--- config.mk ---
export PLATFORM = sky130hd
export DESIGN_NAME = rv_m_shared_unit
export DESIGN_NICKNAME = d
export VERILOG_FILES = /design/src/rtl/rv_m_pkg.sv /design/src/rtl/rv_m_iter_core.sv /design/src/rtl/rv_m_shared_unit.sv
export SDC_FILE = /design/constraint.sdc
export NUM_CORES = 1
export LEC_CHECK = 0
export CORE_MARGIN = 8
export CORE_UTILIZATION = 49
export DETAILED_ROUTE_END_ITERATION = 7
export GPL_TIMING_DRIVEN = 1
export PLACE_DENSITY = 0.73
export RECOVER_POWER = 100
export SETUP_SLACK_MARGIN = 0.1
export SLEW_MARGIN = 20
export SYNTH_ARGS = -nofsm -noshare
export SYNTH_HDL_FRONTEND = slang
export SYNTH_SLANG_ARGS = --single-unit
--- constraint.sdc ---
create_clock -name i_clk -period 5.65 [get_ports i_clk]
set_input_delay 0.565 -clock i_clk [delete_from_list [all_inputs] [get_ports i_clk]]
set_output_delay 0.565 -clock i_clk [all_outputs]
set_load 0.01 [all_outputs]
--- src/rtl/rv_m_pkg.sv ---
// Shared encodings for the RV M-extension coprocessor: funct3 opcodes and
// the top-level FSM state constants.
package rv_m_pkg;

  // M-extension funct3 encoding
  localparam logic [2:0] MUL    = 3'd0;
  localparam logic [2:0] MULH   = 3'd1;
  localparam logic [2:0] MULHSU = 3'd2;
  localparam logic [2:0] MULHU  = 3'd3;
  localparam logic [2:0] DIV    = 3'd4;
  localparam logic [2:0] DIVU   = 3'd5;
  localparam logic [2:0] REM    = 3'd6;
  localparam logic [2:0] REMU   = 3'd7;

  // Top-level FSM states
  typedef logic [1:0] state_t;
  localparam state_t IDLE = 2'd0;
  localparam state_t CALC = 2'd1;
  localparam state_t DONE = 2'd2;

endpackage

--- src/rtl/rv_m_iter_core.sv ---
// Iterative radix-2 engine: shift-add multiply and restoring divide on
// operand magnitudes, with sign fix-up applied to the final registers.
// 'done' is high in the cycle whose closing edge performs the last
// iteration; 'result' is valid from the following cycle until the next start.
module rv_m_iter_core
  import rv_m_pkg::*;
#(
  parameter int XLEN = 32
) (
  input  logic            i_clk,
  input  logic            i_rst,
  input  logic            start,
  input  logic [XLEN-1:0] rs1,
  input  logic [XLEN-1:0] rs2,
  input  logic [2:0]      f3,
  output logic            done,
  output logic [XLEN-1:0] result
);

  localparam int CW = $clog2(XLEN);

  // Multiply: acc = {partial sum, remaining multiplier bits}, opnd = |rs1|.
  // Divide:   acc = {partial remainder, dividend/quotient bits}, opnd = |rs2|.
  logic [2*XLEN-1:0] acc;
  logic [2*XLEN-1:0] acc_next;
  logic [XLEN-1:0]   opnd;
  logic [2:0]        f3_q;
  logic              neg_lo;
  logic              neg_hi;
  logic [CW-1:0]     cnt;
  logic              running;

  logic              sa, sb;
  logic [XLEN-1:0]   a_mag, b_mag;
  logic [XLEN:0]     mul_sum;
  logic [XLEN:0]     div_cat;
  logic [XLEN:0]     div_diff;
  logic [2*XLEN-1:0] prod;
  logic [XLEN-1:0]   quo, rem;

  // Operand signedness and magnitudes at start (MUL low half is sign-agnostic)
  always_comb begin
    sa = 1'b0;
    sb = 1'b0;
    if (f3[2]) begin
      sa = ~f3[0] & rs1[XLEN-1];
      sb = ~f3[0] & rs2[XLEN-1];
    end else begin
      sa = (f3 != MULHU) & rs1[XLEN-1];
      sb = ((f3 == MUL) || (f3 == MULH)) & rs2[XLEN-1];
    end
    a_mag = sa ? -rs1 : rs1;
    b_mag = sb ? -rs2 : rs2;
  end

  // One radix-2 step of either the shift-add or the restoring algorithm
  always_comb begin
    mul_sum  = {1'b0, acc[2*XLEN-1:XLEN]} + {1'b0, opnd};
    div_cat  = {acc[2*XLEN-1:XLEN], acc[XLEN-1]};
    div_diff = div_cat - {1'b0, opnd};
    if (f3_q[2]) begin
      if (div_diff[XLEN]) acc_next = {div_cat[XLEN-1:0], acc[XLEN-2:0], 1'b0};
      else                acc_next = {div_diff[XLEN-1:0], acc[XLEN-2:0], 1'b1};
    end else begin
      if (acc[0]) acc_next = {mul_sum, acc[XLEN-1:1]};
      else        acc_next = {1'b0, acc[2*XLEN-1:1]};
    end
  end

  // Load on start, then iterate exactly XLEN times
  always_ff @(posedge i_clk) begin
    if (!i_rst) begin
      running <= 1'b0;
      cnt     <= '0;
      acc     <= '0;
      opnd    <= '0;
      f3_q    <= '0;
      neg_lo  <= 1'b0;
      neg_hi  <= 1'b0;
    end else if (start) begin
      running <= 1'b1;
      cnt     <= '0;
      f3_q    <= f3;
      neg_lo  <= sa ^ sb;
      if (f3[2]) begin
        acc    <= {{XLEN{1'b0}}, a_mag};
        opnd   <= b_mag;
        neg_hi <= sa;
      end else begin
        acc    <= {{XLEN{1'b0}}, b_mag};
        opnd   <= a_mag;
        neg_hi <= 1'b0;
      end
    end else if (running) begin
      acc <= acc_next;
      cnt <= cnt + 1'b1;
      if (cnt == CW'(XLEN-1)) running <= 1'b0;
    end
  end

  assign done = running && (cnt == CW'(XLEN-1));

  // Sign fix-up and result selection from the final registers
  always_comb begin
    prod = neg_lo ? -acc : acc;
    quo  = neg_lo ? -acc[XLEN-1:0] : acc[XLEN-1:0];
    rem  = neg_hi ? -acc[2*XLEN-1:XLEN] : acc[2*XLEN-1:XLEN];
    case (f3_q)
      MUL:                   result = prod[XLEN-1:0];
      MULH, MULHSU, MULHU:   result = prod[2*XLEN-1:XLEN];
      DIV, DIVU:             result = quo;
      default:               result = rem;
    endcase
  end

endmodule

--- src/rtl/rv_m_shared_unit.sv ---
// Shared RV M-extension coprocessor: round-robin arbitration over NCH
// request channels, IDLE/CALC/DONE sequencing, the divide special-case
// fast path and the level-request / one-cycle-ack handshake.
// Handshake: a channel holds i_req and operands until o_ack[ch] pulses;
// o_ack/o_res are registered out of DONE, so the ack cycle is an IDLE cycle
// and whatever i_req shows at its closing edge is taken as a new request.
module rv_m_shared_unit
  import rv_m_pkg::*;
#(
  parameter int XLEN = 32,
  parameter int NCH  = 2
) (
  input  logic                 i_clk,
  input  logic                 i_rst,
  input  logic [NCH-1:0]       i_req,
  input  logic [NCH*XLEN-1:0]  i_rs1,
  input  logic [NCH*XLEN-1:0]  i_rs2,
  input  logic [NCH*3-1:0]     i_f3,
  output logic [XLEN-1:0]      o_res,
  output logic [NCH-1:0]       o_ack,
  output logic                 o_busy
);

  localparam int GW = (NCH > 1) ? $clog2(NCH) : 1;

  state_t            state;
  logic [GW-1:0]     last_grant;
  logic [GW-1:0]     grant_q;
  logic              fast_q;
  logic [XLEN-1:0]   fast_res;

  logic              any_req;
  logic [GW-1:0]     sel;
  logic              found;
  logic [XLEN-1:0]   sel_rs1, sel_rs2;
  logic [2:0]        sel_f3;
  logic              is_fast;
  logic [XLEN-1:0]   fast_val;
  logic              core_start;
  logic              core_done;
  logic [XLEN-1:0]   core_res;

  // Round-robin pick: first requester above last_grant, wrapping around
  always_comb begin
    any_req = |i_req;
    sel     = '0;
    found   = 1'b0;
    for (int i = 1; i <= NCH; i++) begin
      if (!found && i_req[(int'(last_grant) + i) % NCH]) begin
        found = 1'b1;
        sel   = GW'((int'(last_grant) + i) % NCH);
      end
    end
  end

  // Selected operands and divide special-case detection
  always_comb begin
    sel_rs1  = i_rs1[int'(sel)*XLEN +: XLEN];
    sel_rs2  = i_rs2[int'(sel)*XLEN +: XLEN];
    sel_f3   = i_f3[int'(sel)*3 +: 3];
    is_fast  = 1'b0;
    fast_val = '0;
    if (sel_f3[2]) begin
      if (sel_rs2 == '0) begin
        is_fast  = 1'b1;
        fast_val = sel_f3[1] ? sel_rs1 : {XLEN{1'b1}};
      end else if (!sel_f3[0] && (sel_rs1 == {1'b1, {(XLEN-1){1'b0}}}) &&
                   (sel_rs2 == {XLEN{1'b1}})) begin
        is_fast  = 1'b1;
        fast_val = sel_f3[1] ? '0 : sel_rs1;
      end
    end
  end

  assign core_start = (state == IDLE) && any_req && !is_fast;

  rv_m_iter_core #(.XLEN(XLEN)) u_core (
    .i_clk  (i_clk),
    .i_rst  (i_rst),
    .start  (core_start),
    .rs1    (sel_rs1),
    .rs2    (sel_rs2),
    .f3     (sel_f3),
    .done   (core_done),
    .result (core_res)
  );

  // FSM, grant bookkeeping and registered ack/result
  always_ff @(posedge i_clk) begin
    if (!i_rst) begin
      state      <= IDLE;
      o_ack      <= '0;
      o_res      <= '0;
      last_grant <= GW'(NCH-1);
      grant_q    <= '0;
      fast_q     <= 1'b0;
      fast_res   <= '0;
    end else begin
      o_ack <= '0;
      case (state)
        IDLE: begin
          if (any_req) begin
            grant_q  <= sel;
            fast_q   <= is_fast;
            fast_res <= fast_val;
            state    <= is_fast ? DONE : CALC;
          end
        end
        CALC: begin
          if (core_done) state <= DONE;
        end
        DONE: begin
          o_ack      <= NCH'(1) << grant_q;
          o_res      <= fast_q ? fast_res : core_res;
          last_grant <= grant_q;
          state      <= IDLE;
        end
        default: state <= IDLE;
      endcase
    end
  end

  assign o_busy = (state != IDLE);

endmodule

==> results.cfg <==
[outcome]
status = finished, violations left
violations = DRC, capacitance limit, slew limit

[global_routing]
grt_pass1_wl_mm = 106
first_global_vias = 17700
grt.overflow.total = 0
antenna_found_initial = 0
grt_max_degree = 72
grt_usage_pct = 32.5

[hold_path]
worstHoldEndpoint = o_res[10]
hp-start = o_res[10]
hp-class = reg2reg
hold_depth = 2

[power]
p_per_area_mw_per_mm2 = 246
pwr-share-seq_pct = 31.1
power.internal_uw = 2710
ir_drop_uv = 190
switching_share_pct = 43.8
p_clk_share_pct = 27.7
combPwrFrac_pct = 41.2
switchingPower_uw = 2120
total_leakage_power_uw = 0.00754

[synthesis]
synth_top_area_share_pct = 20.8
post-synth-top-count-cell = nor2_1
synth_fp_nets = 2582
synth_area_leaders = dfxtp_1, mux2i_1, a21oi_1, nor2_1, xnor2_1
synthTopCellsByCount = nor2_1, a21oi_1, nand2_1
async_flop_share_pct = 0
synth_enable_flop_cells = 0
yosysTopAreaCell = dfxtp_1
syn-cell-area_mm2 = 0.0171
synth_cell_type_count = 93
postSynthAreaPerCell_um2 = 7.22
ys_seq_area_share_pct = 20.8
synth_warnings = 0
ys.flop_type = dfxtp_1
syn_inst = 2371
synth_seq_cells = 178

[clock_network]
clkLatencyLatePin_ns = 0.47
cts_made_buffers = 17
hold_buffers = 0
htreeDepth = 4
clock_path_buffers = 2
cts_setup_buffers = 0
cts.sinks = 178
cts_resized = 0
cts_root_buffer = clkbuf_16
clk_pin_slew_worst_paths_ns = 0.09
cts_tree = built

[sta]
worst_clock_skew_ns = 0.0189
max_freq_mhz = 198
rsz0062_at_grt = no
fin_ws_ns = 0.594
hold_viol = 0
slew-limit-headroom_pct = -37.9
period_needed_ns = 5.06
finalCritPeriodShare_pct = 89.5
tns_ns = 0
worst_slew_pin_slew_ns = 2.07
slew_violations = 41
setup_violations = 0
hold-worst-slack_ns = 0.452

[floorplan]
rows = 68
coreArea_mm2 = 0.0345
start_util_pct = 49.7
die_area_mm2 = 0.0412
die-width_um = 203
io_pins = 173
chipHeight_um = 203

[worst_setup_path]
r2r_slack_ns = 0.59
path_max_fanout = 40
required_ns = 5.96
timing.rr.start = u_core.acc[31]
start_kind = flip-flop
critPathKind = reg2reg
crit_arrival_ns = 5.37
reg2reg_depth = 15
r2r_end = u_core.acc[48]
endpoint_kind = flip-flop
crit_start = u_core.acc[31]

[placed_design]
dp_slack_ns = 0.597
gp_congestion = 0.983
dp_hpwl_mm = 53.9
io_buffer_count = 172
dpl.cell_count = 2853
dpl_cell_area_mm2 = 0.0190

[detailed_routing]
via_per_inst = 6.53
drt_first_pass_iters = 8
ant_nets = 0
wire_per_inst_um = 24.1
initialDrtViolationCount = 2080
vias = 18800
wirelength_mm = 69.5
drc = 1

[cells_and_area]
drive_above_1_share_pct = 5.39
final-instance-count-excl-fill = 2885
design_area_mm2 = 0.0196
nNetsFinal = 2628
area_growth_pct = 14.6
diodes = 0

[run]
drv_cap = 1
[per-layer routing]
layer	share of wire [%]	global-route usage, %	up-vias	routed length [um]
met2	43	49.3	1055	29600
li1	-	-	8799	-
met3	8.9	6.17	182	6170
met4	5.6	16.9	0	3910
met1	43	43.1	8811	29800
met5	0	0	-	0
[through the flow]
stage,utilization (%),total power [uW]
2_1_floorplan,-,2790
3_3_place_gp,55.2,3430
3_5_place_dp,55.2,3450
4_1_cts,57.1,4770
5_1_grt,57.0,5040
6_report,57.0,4830
[layout make-up]
cell class	count	area, um^2
Fill cell	3293	14800
Multi-Input combinational cell	1938	12500
Sequential cell	178	3570
Timing Repair Buffer	215	2040
Tap cell	455	569
Clock buffer	17	425
Inverter	67	253
Clock inverter	15	229
[state kept, by name, summed over array words and instances (netlist names)]
name / count
u_core.opnd: 32
u_core.neg_hi: 1
u_core.neg_lo: 1
last_grant: 1
o_res: 32
u_core.running: 1
o_ack: 2
fast_q: 1
u_core.f3_q: 3
u_core.cnt: 5
fast_res: 32
state: 2
grant_q: 1
u_core.acc: 64
[how the worst max path moves through the flow]
| stage | end | slack, ns | cells past startpoint |
|---|---|---|---|
| after global placement | fast_res[21] | 0.68 | 11 |
| after detailed placement | u_core.acc[62] | 0.60 | 12 |
| after CTS | u_core.acc[14] | 1.05 | 12 |
| final | u_core.acc[48] | 0.59 | 15 |
| after floorplan | u_core.acc[61] | 1.24 | 19 |
| after global routing | u_core.acc[48] | 0.38 | 15 |
[cells in the final DEF (no fill, tap or decap), types with 65 or more instances in the layout]
| master | instances |
|---|---|
| mux2i_1 | 125 |
| ha_1 | 71 |
| a21oi_1 | 228 |
| xnor2_1 | 106 |
| xor2_1 | 77 |
| a211oi_1 | 90 |
| nor2_1 | 252 |
| o21ai_0 | 172 |
| nand2_1 | 223 |
| inv_1 | 65 |
| dfxtp_1 | 176 |
| clkdlybuf4s50_1 | 136 |
[power by group through the flow]
stage / sequential, uW / combinational (uW) / clock, uW
floorplan: 1410 / 1380 / 0
global placement: 1520 / 1920 / 0
detailed placement: 1520 / 1930 / 0
CTS: 1490 / 1940 / 1340
global route: 1500 / 2140 / 1390
finish: 1500 / 1990 / 1340
[cell families (layout without fill, tap and decap cells)]
kind of cell / count (synthesis) / in the layout / synth area share [%]
AOI/OAI and AO/OA: 774 / 774 / 29.0
and+or+nand+nor: 770 / 770 / 21.1
buffers and inverters: 255 / 314 / 6.04
xor gates and xnor gates: 183 / 183 / 9.36
DFF: 178 / 178 / 20.8
muxes: 138 / 138 / 8.29
adders and majority gates: 73 / 73 / 5.42
[critical path: stages (launching register included)]
cell and delay, ns:
dfxtp_1 0.35, inv_1 0.19, ha_1 0.21, inv_1 0.06
fa_1 0.42, a21o_1 0.21, a221oi_2 0.49, nor3_1 0.12
o31ai_2 0.42, o21ai_1 0.21, and2_1 0.25, o211ai_4 0.18
clkbuf_2 0.88, nor2_1 0.21, a2111oi_0 0.60, nor3_1 0.10
No activity file was read; power rests on OpenSTA's default activity.
